$ cat src/rtl/four_phase_clock_gen_pkg.sv
// Shared stage/phase types and the stage-to-phase one-hot encoding.
// Pure definitions: no latency, no backpressure.
package qlp_clock_pkg;

   localparam int NUM_STAGES = 4;

   typedef logic [1:0] stage_t;
   typedef logic [0:3] phase_t;

   // Bit 0 of the phase vector is written leftmost, so stage 0 reads as 1000.
   localparam phase_t PH_S0 = 4'b1000;
   localparam phase_t PH_S1 = 4'b0100;
   localparam phase_t PH_S2 = 4'b0010;
   localparam phase_t PH_S3 = 4'b0001;

   function automatic phase_t stage_to_phase(input stage_t stage);
      phase_t ph;
      case (stage)
         2'd0:    ph = PH_S0;
         2'd1:    ph = PH_S1;
         2'd2:    ph = PH_S2;
         default: ph = PH_S3;
      endcase
      return ph;
   endfunction

endpackage

$ cat src/rtl/four_phase_clock_gen_if.sv
// Stage sequencer bus: enable in, phase strobes / stage index / wrap out.
// Combinational wires only; enable low freezes the sequence.
interface four_phase_clock_gen_if;
   import qlp_clock_pkg::*;

   logic   enable;
   phase_t clk_phase;
   stage_t clk_stage;
   logic   stage_wrap;

   modport master (input enable, output clk_phase, clk_stage, stage_wrap);
   modport slave  (output enable, input clk_phase, clk_stage, stage_wrap);

endinterface

$ cat src/rtl/four_phase_clock_gen_stage_prescaler.sv
// Counts STAGE_CYCLES enabled cycles per stage; advance pulses on the last one.
// advance is combinational off the count; enable low holds the count.
module stage_prescaler #(
   parameter int STAGE_CYCLES = 2,
   parameter int CNT_W        = $clog2(STAGE_CYCLES + 1)
) (
   input  logic clk,
   input  logic reset,
   input  logic enable,
   output logic advance
);

   generate
      if (STAGE_CYCLES < 1) begin : g_bad_stage_cycles
         $error("stage_prescaler: STAGE_CYCLES must be at least 1");
      end
   endgenerate

   localparam logic [CNT_W-1:0] CNT_LAST = CNT_W'(STAGE_CYCLES - 1);

   logic [CNT_W-1:0] r_cnt;
   logic             w_at_last;

   assign w_at_last = (r_cnt == CNT_LAST);

   always_ff @(posedge clk) begin
      if (reset) begin
         r_cnt <= '0;
      end else if (enable) begin
         if (w_at_last) begin
            r_cnt <= '0;
         end else begin
            r_cnt <= r_cnt + CNT_W'(1);
         end
      end
   end

   // Gated by reset so the top can treat advance as "this edge moves the stage".
   assign advance = w_at_last && enable && !reset;

endmodule

$ cat src/rtl/four_phase_clock_gen.sv
// Four-phase one-hot stage sequencer; stage and phase registered on the same edge.
// Outputs change one edge after the prescaler terminal count; enable low freezes all state.
module four_phase_clock_gen
   import qlp_clock_pkg::*;
#(
   parameter int STAGE_CYCLES = 2,
   parameter int CNT_W        = $clog2(STAGE_CYCLES + 1)
) (
   input  logic                   clk,
   input  logic                   reset,
   four_phase_clock_gen_if.master bus
);

   localparam stage_t LAST_STAGE = stage_t'(NUM_STAGES - 1);

   logic   w_advance;
   stage_t r_stage;
   phase_t r_phase;
   stage_t w_stage_nxt;
   logic   w_stage_wrap;

   stage_prescaler #(
      .STAGE_CYCLES (STAGE_CYCLES),
      .CNT_W        (CNT_W)
   ) u_prescaler (
      .clk     (clk),
      .reset   (reset),
      .enable  (bus.enable),
      .advance (w_advance)
   );

   // Phase is encoded from the next stage so both registers flip on the same edge.
   always_ff @(posedge clk) begin
      if (reset) begin
         r_stage <= '0;
         r_phase <= PH_S0;
      end else begin
         r_stage <= w_stage_nxt;
         r_phase <= stage_to_phase(w_stage_nxt);
      end
   end

   always_comb begin
      w_stage_nxt = r_stage;
      if (w_advance) begin
         w_stage_nxt = r_stage + stage_t'(1);
      end
   end

   always_comb begin
      w_stage_wrap = w_advance && (r_stage == LAST_STAGE);
   end

   assign bus.clk_phase  = r_phase;
   assign bus.clk_stage  = r_stage;
   assign bus.stage_wrap = w_stage_wrap;

endmodule

$ cat src/flat_wrapper.sv
// flat-port wrapper written by rule: the top's interface ports become plain ports
module four_phase_clock_gen_flat import qlp_clock_pkg::*;
#(
   parameter int STAGE_CYCLES = 2,
   parameter int CNT_W        = $clog2(STAGE_CYCLES + 1)
)
  (clk, reset, bus_enable, bus_clk_phase, bus_clk_stage, bus_stage_wrap);
  four_phase_clock_gen_if bus_i ();
  input  logic clk;
  input  logic reset;
  input wire logic [$bits(bus_i.enable)-1:0] bus_enable;
  output wire logic [$bits(bus_i.clk_phase)-1:0] bus_clk_phase;
  output wire logic [$bits(bus_i.clk_stage)-1:0] bus_clk_stage;
  output wire logic [$bits(bus_i.stage_wrap)-1:0] bus_stage_wrap;
  assign bus_i.enable = bus_enable;
  assign bus_clk_phase = bus_i.clk_phase;
  assign bus_clk_stage = bus_i.clk_stage;
  assign bus_stage_wrap = bus_i.stage_wrap;
  four_phase_clock_gen #(.STAGE_CYCLES(STAGE_CYCLES), .CNT_W(CNT_W)) u_core (.clk(clk), .reset(reset), .bus(bus_i));
endmodule
$ cat config.mk
export PLATFORM = sky130hd
export DESIGN_NAME = four_phase_clock_gen_flat
export DESIGN_NICKNAME = d
export VERILOG_FILES = /design/src/rtl/four_phase_clock_gen_pkg.sv /design/src/rtl/four_phase_clock_gen_if.sv /design/src/rtl/four_phase_clock_gen_stage_prescaler.sv /design/src/rtl/four_phase_clock_gen.sv /design/src/flat_wrapper.sv
export SDC_FILE = /design/constraint.sdc
export NUM_CORES = 1
export LEC_CHECK = 0
export ABC_CLOCK_PERIOD_IN_PS = 3020
export CAP_MARGIN = 20
export CORE_AREA = 5 5 42 44
export CTS_BUF_LIST = sky130_fd_sc_hd__clkbuf_4 sky130_fd_sc_hd__clkbuf_8
export DETAILED_ROUTE_END_ITERATION = 6
export DIE_AREA = 0 0 47 49
export PLACE_DENSITY_LB_ADDON = 0.1
export SLEW_MARGIN = 10
export SYNTH_ARGS = -nofsm -noshare
export SYNTH_HDL_FRONTEND = slang
export SYNTH_SLANG_ARGS = --single-unit
$ cat constraint.sdc
create_clock -name clk -period 3.02 [get_ports clk]
set_clock_uncertainty 0.2 [all_clocks]
set_input_delay 0.906 -clock clk [delete_from_list [all_inputs] [get_ports clk]]
set_output_delay 0.906 -clock clk [all_outputs]
set_load 0.05 [all_outputs]
==> run_results.csv, run 1 <==
group,metric,value,unit
floorplan,start_util,24.02,%
floorplan,rows,14,
logic_synthesis,ys_warn_count,0,
global_routing,first_global_vias,246,
worst_hold_path,hold_class,"reg -> reg",
route,drt_iter0_drc,2,
logic_synthesis,synth_async_sr_flop_share,0,%
clock_network,cts_root_buf,"clkbuf_4",
timing,worst_slew_pin_slew,505.6,ps
pwr,ir_worst_vdd,0.0002087,V
logic_synthesis,syn_inst,35,
critical_path,worstSetupPathType,"in -> out",
critical_path,required,1910,ps
final_layout,postLayoutCoreUtil,34.64,%
floorplan,die_area,0.002303,sq mm
pwr,swShare,28.49,%
route,viasPerCell,4.540,
clock_network,clk_latency,260,ps
floorplan,core-area,0.001401,sq mm
timing,hold_viol_final,0,
final_layout,area_growth,44.24,%
logic_synthesis,synth_flop_cell,"dfxtp_1",
placed_design,place_area,464.2,sq um
logic_synthesis,syn-num-nets,39,
placed_design,dp_hpwl,501.7,microns
final_layout,n_antenna_cell,0,
logic_synthesis,synth-seq-cells,8,
logic_synthesis,yosys.area.top_type,"dfxtp_1",
pwr,power_frac_seq,47.6,%
global_routing,grt_overflow,0,
route,post-route-drc-count,0,
pwr,p_switching,0.00006982,W
logic_synthesis,synth_seq_area_share,47.58,%
route,finalWirelength,683,microns
clock_network,cts_tree,"built",
logic_synthesis,yosys.area.top_type_share,47.58,%
route,ant_nets,0,
global_routing,grt_antenna_before_repair,0,
final_layout,fin_cells,63,
critical_path,startpoint,"reset",
logic_synthesis,synth_area,336.6,sq um
timing,setup_viol,0,
clock_network,cts_buffers,3,
timing,rsz0062_at_grt,"false",
logic_synthesis,synthTopCellsByArea,"dfxtp_1 (48%), nor2_1 (5.6%), nand3b_1 (4.5%), nor3b_1 (4.5%), ha_1 (3.7%)",
logic_synthesis,yosysMostFrequentCell,"dfxtp_1",
floorplan,die_h,49,microns
pwr,p_comb_share,18.3,%
timing,finalSetupTns,0,ps
final_layout,fill_cells,152,
route,wl_per_cell,10.84,microns
timing,hold_slack,234.3,ps
clock_network,cts_setup_buffers,0,
status,status,"complete, no violations",
critical_path,rr_startpoint,"u_core.bus.clk_stage[0]",
placed_design,io_buffers,9,
final_layout,stdcell_area,485.5,sq um
clock_network,clock-sinks,8,
final_layout,layout-drive-gt1-share,21.28,%
critical_path,endpoint_kind,"output port",
timing,slew_violations,0,
clock_network,path_clk_slew,50,ps
timing,post-route-period-util,96.32,%
worst_hold_path,worstHoldStart,"u_core.u_prescaler.r_cnt[1]",
final_layout,nets,53,
clock_network,cts-htree-levels,1,
timing,period_needed,2909,ps
placed_design,place_inst,60,
route,vias,286,
global_routing,track_usage,6.422,%
pwr,leakagePower,0.1824,nW
floorplan,io_pins,10,
timing,relSlewSlack,66.19,%
clock_network,clockBufferDepth,2,
logic_synthesis,ys_types,20,
logic_synthesis,synth_top_cells_by_count,"dfxtp_1 (8), nor2_1 (5)",
critical_path,cp-start-kind,"input port",
route,first_pass_iters,2,
critical_path,cp_max_fo,2,
timing,fmax,0.3438,GHz
critical_path,worstPathArrival,1800,ps
global_routing,grt_pass1_wl,986,microns
floorplan,dieWidth,47,microns
pwr,pwr-share-clk,34.1,%
job,drv_cap,0,
logic_synthesis,synth_edf_count,0,
logic_synthesis,avgSynthCellArea,9.616,sq um
pwr,p_int,0.0001752,W
global_routing,grt_max_degree,12,
placed_design,gp_congestion,0.6591,
pwr,power.density,504.8,mW/mm^2
metrics by stage:
| step | setup WS [ps] | power (W) |
|---|---|---|
| after floorplan | 116.1 | 0.0001499 |
| after global placement | -22.77 | 0.0001635 |
| after detailed placement | -42.47 | 0.0001643 |
| after CTS | 99.70 | 0.0002463 |
| after global routing | 67.79 | 0.0002554 |
| final | 111.3 | 0.0002450 |
flip-flops by register name, indices dropped and copies added, names as in the netlist:
name	flops
u_core.bus.clk_phase	4
u_core.u_prescaler.r_cnt	2
u_core.bus.clk_stage	2
worst max-delay path, cell delays in order:
cell             delay, ps
clkdlybuf4s50_1        450
nor3b_2                270
buf_12                 170
per-layer routing:
layer	share of wire (%)	wire [microns]	track usage, %	up-vias
met5	0	0	0	-
met4	0.88	6	6.912	0
met3	7.9	54	2.583	2
met2	45	307	7.692	7
met1	46	314	7.743	131
li1	-	-	-	146
layout make-up:
type / instances / area, sq um / area share, %
inverters: 1 / 3.754 / 0.7732
well taps: 16 / 20.02 / 4.124
multi-input cells: 23 / 157.7 / 32.47
clock buffers: 3 / 22.52 / 4.639
repair buffers: 12 / 121.4 / 25.00
flip-flops and latches: 8 / 160.2 / 32.99
what timing repair did:
item,CTS,global route
hold buffers,0,0
gates resized for setup,1,0
endpoints found under the setup margin,1,0
path summary, 6_finish.rpt:
kind,slack [ps],depth (start not counted),to
worst max register to register,1360,3,u_core.bus.clk_phase[0]
worst min register to register,230,2,u_core.u_prescaler.r_cnt[1]
worst max-delay path,110,3,bus_stage_wrap
worst min-delay path,230,2,u_core.u_prescaler.r_cnt[1]
power by group through the flow:
stage          logic [W]  clock network [W]  registers [W]
2_1_floorplan  0.0000199                  0       0.000130
3_3_place_gp   0.0000452                  0       0.000118
3_5_place_dp   0.0000455                  0       0.000119
4_1_cts        0.0000454          0.0000843       0.000117
5_1_grt        0.0000474          0.0000909       0.000117
6_report       0.0000449          0.0000836       0.000117
cells by family after synthesis:
kind of cell | share of synthesized area, %
DFF | 47.58
xor gates and xnor gates | 5.205
AOI/OAI and AO/OA | 10.41
and+or+nand+nor | 23.05
muxes | 2.974
adders and majority gates | 3.717
buffers and inverters | 7.059
layout by cell type (no fill, tap or decap):
cell type | synthesis | routed
nor3b_1 | 2 | 1
nor3b_2 | 0 | 1
nand3b_1 | 2 | 2
clkdlybuf4s50_1 | 0 | 7
or3_1 | 1 | 1
xor2_1 | 1 | 1
buf_4 | 0 | 3
nand2_1 | 1 | 1
a211o_2 | 1 | 1
a21oi_1 | 2 | 2
buf_12 | 0 | 1
nand3_1 | 2 | 2
mux2i_1 | 1 | 1
o31ai_1 | 1 | 1
a211oi_1 | 1 | 1
dfxtp_1 | 8 | 8
xnor2_1 | 1 | 1
clkbuf_4 | 0 | 3
or3b_2 | 1 | 1
dlygate4sd2_1 | 0 | 1
inv_1 | 1 | 1
nor2_1 | 5 | 5
ha_1 | 1 | 1
Power figures use the tool's default switching activity.
==> inputs of run 2 (changes only) <==
--- a/config.mk
+++ b/config.mk
@@ -9,6 +9,6 @@
 export CAP_MARGIN = 20
-export CORE_AREA = 5 5 42 44
+export CORE_AREA = 2 2 39 41
 export CTS_BUF_LIST = sky130_fd_sc_hd__clkbuf_4 sky130_fd_sc_hd__clkbuf_8
 export DETAILED_ROUTE_END_ITERATION = 6
-export DIE_AREA = 0 0 47 49
+export DIE_AREA = 0 0 41 43
 export PLACE_DENSITY_LB_ADDON = 0.1
--- a/constraint.sdc
+++ b/constraint.sdc
@@ -4,2 +4,2 @@
 set_output_delay 0.906 -clock clk [all_outputs]
-set_load 0.05 [all_outputs]
+set_load 0.005 [all_outputs]
==> run 2 against run 1 <==
Final area shrank 3.4%. Combinational power shrank 33%. Sequential power is essentially flat. First-iteration DRC count is the same. Maximum frequency grew 1.4%. Core utilization shrank 0.74 points. Critical path type unchanged. Global-route usage grew 2.5 points. Clock power shrank 6.8%. Non-clock buffer count shrank 1. Via count shrank 2.4%. Sequential share of layout area grew 1.1 points. Largest cell class unchanged.
==> run_results.csv, run 2 (synthesis results as in run 1) <==
group,metric,value,unit
clock_network,clock-sinks,8,
final_layout,multi_input_area,157.7,sq um
placed_design,io_buffers,9,
critical_path,crit_family,"buffers and inverters",
timing,rsz0062_at_grt,"false",
final_layout,fill_cells,140,
timing,post-route-period-util,94.96,%
final_layout,mostFrequentLayoutCells,"dfxtp_1 (8), clkdlybuf4s50_1 (7), nor2_1 (5)",
floorplan,core-area,0.001384,sq mm
floorplan,die_h,43,microns
pwr,ir_worst_vdd,0.0002169,V
final_layout,area_growth,39.41,%
final_layout,largest_reg_flops,4,
pwr,design_power_total,0.0002243,W
floorplan,start_util,24.32,%
route,drt-met1-wl,213,microns
critical_path,worstPathArrival,1760,ps
route,dr_wl_met3,85,microns
status,status,"complete, no violations",
timing,finalSetupTns,0,ps
route,top_layer_used,"met3",
pwr,leakagePower,0.1732,nW
final_layout,final_common_cell,"dfxtp_1",
critical_path,endpoint_kind,"output port",
floorplan,die_area,0.001763,sq mm
clock_network,path_clk_slew,50,ps
clock_network,cts-htree-levels,1,
critical_path,critPathBufInv,2,
timing,period_needed,2868,ps
critical_path,slowest_stage,"clkdlybuf4s50_1",
route,first_pass_iters,2,
placed_design,dp_hpwl,444,microns
clock_network,cts_tree,"built",
critical_path,crit_chain,"clkdlybuf4s50_1 -> nor3b_2 -> clkdlybuf4s15_2",
route,finalWirelength,586,microns
worst_hold_path,hold_class,"reg -> reg",
final_layout,nets,52,
pwr,power.density,478.1,mW/mm^2
route,post-route-drc-count,0,
clock_network,cts_buffers,3,
route,wl_per_cell,9.452,microns
global_routing,track_usage,8.963,%
final_layout,area.sequential,160.2,sq um
clock_network,clockBufferDepth,2,
global_routing,grt_overflow,0,
global_routing,grt_antenna_before_repair,0,
placed_design,gp_congestion,0.6336,
route,ant_nets,0,
global_routing,grt_max_degree,12,
clock_network,hold_buffers,0,
floorplan,io_pins,10,
global_routing,grt_pass1_wl,945,microns
floorplan,dieWidth,41,microns
clock_network,cts_root_buf,"clkbuf_4",
timing,worst_slew_pin_slew,316.9,ps
critical_path,cp-start-kind,"input port",
route,met2WireLength,287,microns
critical_path,crit_path_max_incr_delay,430,ps
critical_path,required,1910,ps
timing,setup_viol,0,
timing,hold_viol_final,0,
critical_path,cp_max_fo,2,
route,drt_iter0_drc,2,
timing,fmax,0.3487,GHz
route,vias,279,
clock_network,clk_latency,250,ps
global_routing,first_global_vias,226,
timing,relSlewSlack,78.85,%
route,viasPerCell,4.500,
job,drv_cap,0,
critical_path,worstSetupPathType,"in -> out",
final_layout,layout-drive-gt1-share,19.57,%
floorplan,rows,14,
final_layout,n_antenna_cell,0,
timing,slew_violations,0,
run 2: cell types whose count changed in the layout (fill, tap and decap cells not counted), sizes merged:
cell and change:
clkdlybuf4s15 +1, buf -2
run 2: path summary, 6_finish.rpt:
check	startpoint	end	slack [ps]	cells after the start
setup / recovery	reset	bus_stage_wrap	150	3
hold / removal	u_core.u_prescaler.r_cnt[1]	u_core.u_prescaler.r_cnt[1]	230	2
setup reg to reg	u_core.bus.clk_stage[0]	u_core.bus.clk_phase[0]	1380	3
hold reg to reg	u_core.u_prescaler.r_cnt[1]	u_core.u_prescaler.r_cnt[1]	230	2
run 2: timing repair:
action | CTS | global route
setup buffers | 0 | 0
endpoints found under the hold margin | 0 | 0
resized for setup | 5 | 0
endpoints found under the setup margin | 1 | 0
run 2: cell type report:
| class | count | share of cell area (%) |
|---|---|---|
| sequential | 8 | 34.13 |
| clock buffer | 3 | 4.800 |
| multi-input combinational | 23 | 33.60 |
| tap | 16 | 4.267 |
| inverter | 1 | 0.8000 |
| timing repair buffer | 11 | 22.40 |
run 2: routing by layer:
| layer | GRT usage, % | vias up |
|---|---|---|
| met5 | 0 | - |
| met4 | 4.000 | 0 |
| met3 | 9.948 | 0 |
| met2 | 11.56 | 11 |
| met1 | 8.766 | 126 |
| li1 | - | 142 |
run 2: where the power goes:
group	internal [W]	switching, W	total (W)
clock network	0.0000452	0.0000327	0.0000779
logic	0.0000177	0.0000124	0.0000301
registers	0.000111	0.00000510	0.000116
total	0.000174	0.0000502	0.000224
run 2: stage by stage:
step           std cells  utilization [%]  hold WS [ps]  instance area [sq um]  setup WS, ps
5_1_grt               62            33.91         250.1                  469.2         118.6
3_5_place_dp          59            31.92         226.0                  441.7        -353.5
2_1_floorplan         35                -         210.1                  336.6         568.0
4_1_cts               62            33.91         234.0                  469.2         156.7
3_3_place_gp          59            31.92         217.0                  441.7        -347.3
6_report              62            33.91         231.0                  469.2         152.3
run 2: worst register-to-register path: stages (launching register included):
cell	delay, ps
dfxtp_1	400
ha_1	390
or3b_2	450
a21oi_1	130
==> inputs of run 3 (changes only) <==
- GPL_TIMING_DRIVEN: not set -> 0
==> run 3 against run 2 <==
Power up 0.98%. Maximum frequency down 0.89%. Non-clock buffer count unchanged. Worst setup slack worse by 26 ps. Cell count unchanged. Core utilization down 0.45 points. Wire length up 0.85%. Clock power up 2.8%. Sequential power about the same. Highest routed layer unchanged.
==> run_results.csv, run 3 (synthesis results as in run 1) <==
group,metric,value,unit
clock_network,cts_root_buf,"clkbuf_4",
worst_hold_path,worstHoldStart,"u_core.u_prescaler.r_cnt[1]",
clock_network,clockBufferDepth,2,
critical_path,reg2reg_depth,3,
critical_path,crit_family,"buffers and inverters",
critical_path,slowest_stage,"dlygate4sd2_1",
route,finalWirelength,591,microns
clock_network,clock-sinks,8,
worst_hold_path,hold_class,"reg -> reg",
timing,setup_viol,0,
route,dr_wl_met3,44,microns
floorplan,core-area,0.001384,sq mm
route,met2WireLength,278,microns
timing,hold_viol_final,0,
critical_path,worstPathArrival,1790,ps
final_layout,postLayoutCoreUtil,33.45,%
critical_path,r2r-end,"u_core.bus.clk_phase[0]",
floorplan,start_util,24.32,%
clock_network,cts_tree,"built",
pwr,power.density,489.3,mW/mm^2
timing,finalSetupTns,0,ps
placed_design,place_inst,59,
placed_design,dp_hpwl,451,microns
global_routing,track_usage,8.241,%
floorplan,rows,14,
critical_path,crit_chain,"dlygate4sd2_1 -> nand3b_1 -> buf_6 -> nor3b_2 -> clkdlybuf4s15_1",
critical_path,cp-start-kind,"input port",
final_layout,nets,52,
clock_network,cts_setup_buffers,0,
critical_path,endpoint_kind,"output port",
timing,rsz0062_at_grt,"false",
route,vias,275,
clock_network,cts-htree-levels,1,
timing,worst_slew_pin_slew,426.4,ps
floorplan,die_h,43,microns
clock_network,path_clk_slew,50,ps
critical_path,required,1910,ps
route,viasPerCell,4.435,
status,status,"complete, no violations",
global_routing,grt_pass1_wl,931,microns
timing,fmax,0.3456,GHz
pwr,ir_worst_vdd,0.0002091,V
job,drv_cap,0,
route,ant_nets,0,
worst_hold_path,worstHoldPathCells,2,
timing,relSlewSlack,71.57,%
final_layout,n_antenna_cell,0,
clock_network,cts_buffers,3,
route,wl_per_cell,9.532,microns
critical_path,crit_path_max_incr_delay,250,ps
final_layout,final_common_cell,"dfxtp_1",
critical_path,rr_startpoint,"u_core.bus.clk_stage[1]",
final_layout,layout-drive-gt1-share,17.39,%
timing,period_needed,2893,ps
global_routing,first_global_vias,245,
route,drt-met1-wl,268,microns
route,first_pass_iters,2,
worst_hold_path,min_to,"u_core.u_prescaler.r_cnt[1]",
pwr,design_power_total,0.0002265,W
placed_design,gp_congestion,0.6958,
critical_path,critPathBufInv,3,
final_layout,largest_reg_flops,4,
final_layout,mostFrequentLayoutCells,"dfxtp_1 (8), clkdlybuf4s50_1 (6), nor2_1 (5)",
floorplan,die_area,0.001763,sq mm
final_layout,fin_cells,62,
pwr,leakagePower,0.1728,nW
final_layout,area_growth,37.55,%
clock_network,clk_latency,250,ps
route,drt_iter0_drc,3,
global_routing,grt_max_degree,11,
critical_path,r2r_setup_slack,1430,ps
global_routing,grt_overflow,0,
route,post-route-drc-count,0,
timing,post-route-period-util,95.81,%
route,top_layer_used,"met3",
placed_design,io_buffers,8,
critical_path,worstSetupPathType,"in -> out",
critical_path,cp_max_fo,10,
timing,slew_violations,0,
floorplan,dieWidth,41,microns
global_routing,grt_antenna_before_repair,0,
floorplan,io_pins,10,
-- run 3: changes by cell type in the layout (fill, tap and decap cells not counted) --
cell | previous run | this run
buf_4 | 2 | 0
clkdlybuf4s50_1 | 7 | 6
clkbuf_2 | 0 | 1
buf_6 | 0 | 1
clkdlybuf4s15_2 | 1 | 0
clkdlybuf4s15_1 | 0 | 1
clkbuf_1 | 0 | 1
-- run 3: timing repair --
item	CTS	global route
endpoints found under the setup margin	1	1
hold buffers	0	0
gates resized for setup	2	2
-- run 3: layout make-up --
cell class / instances / area, sq um
Sequential cell: 8 / 160.2
Tap cell: 16 / 20.02
Clock buffer: 3 / 22.52
Inverter: 1 / 3.754
Buffer: 3 / 20.02
Multi-Input combinational cell: 23 / 157.7
Timing Repair Buffer: 8 / 78.83
Fill cell: 152 / 920.9
-- run 3: how the worst max path moves through the flow --
stage,startpoint,to,cells after the start
2_1_floorplan,bus_enable,bus_stage_wrap,3
5_1_grt,bus_enable,bus_stage_wrap,5
6_report,bus_enable,bus_stage_wrap,5
3_5_place_dp,bus_enable,bus_stage_wrap,5
4_1_cts,bus_enable,bus_stage_wrap,5
3_3_place_gp,bus_enable,bus_stage_wrap,5
-- run 3: metrics by stage --
step / area (sq um) / hold WS (ps) / worst slack, ps
after detailed placement: 436.7 / 236.9 / -491.7
after floorplan: 336.6 / 210.1 / 568.0
after CTS: 456.7 / 246.0 / 48.23
final: 462.9 / 248.6 / 126.6
after global routing: 462.9 / 260.6 / 32.00
after global placement: 436.7 / 216.8 / -477.7
-- run 3: per-layer routing --
| metal | global-route usage, % | vias up |
|---|---|---|
| li1 | - | 144 |
| met1 | 9.032 | 123 |
| met2 | 11.25 | 8 |
| met3 | 3.141 | 0 |
| met4 | 8.000 | 0 |
| met5 | 0 | - |
-- run 3: worst min-delay path: cells and delay by family (launching register included) --
family	cells	cell delay (ps)
AO/OA/AOI/OAI	1	40
buffers and inverters	1	50
flip-flops	1	310
-- run 3: power breakdown --
group / switching [W] / total [W] / internal (W)
clock network: 0.0000348 / 0.0000801 / 0.0000454
registers: 0.00000304 / 0.000114 / 0.000111
logic: 0.0000149 / 0.0000323 / 0.0000173
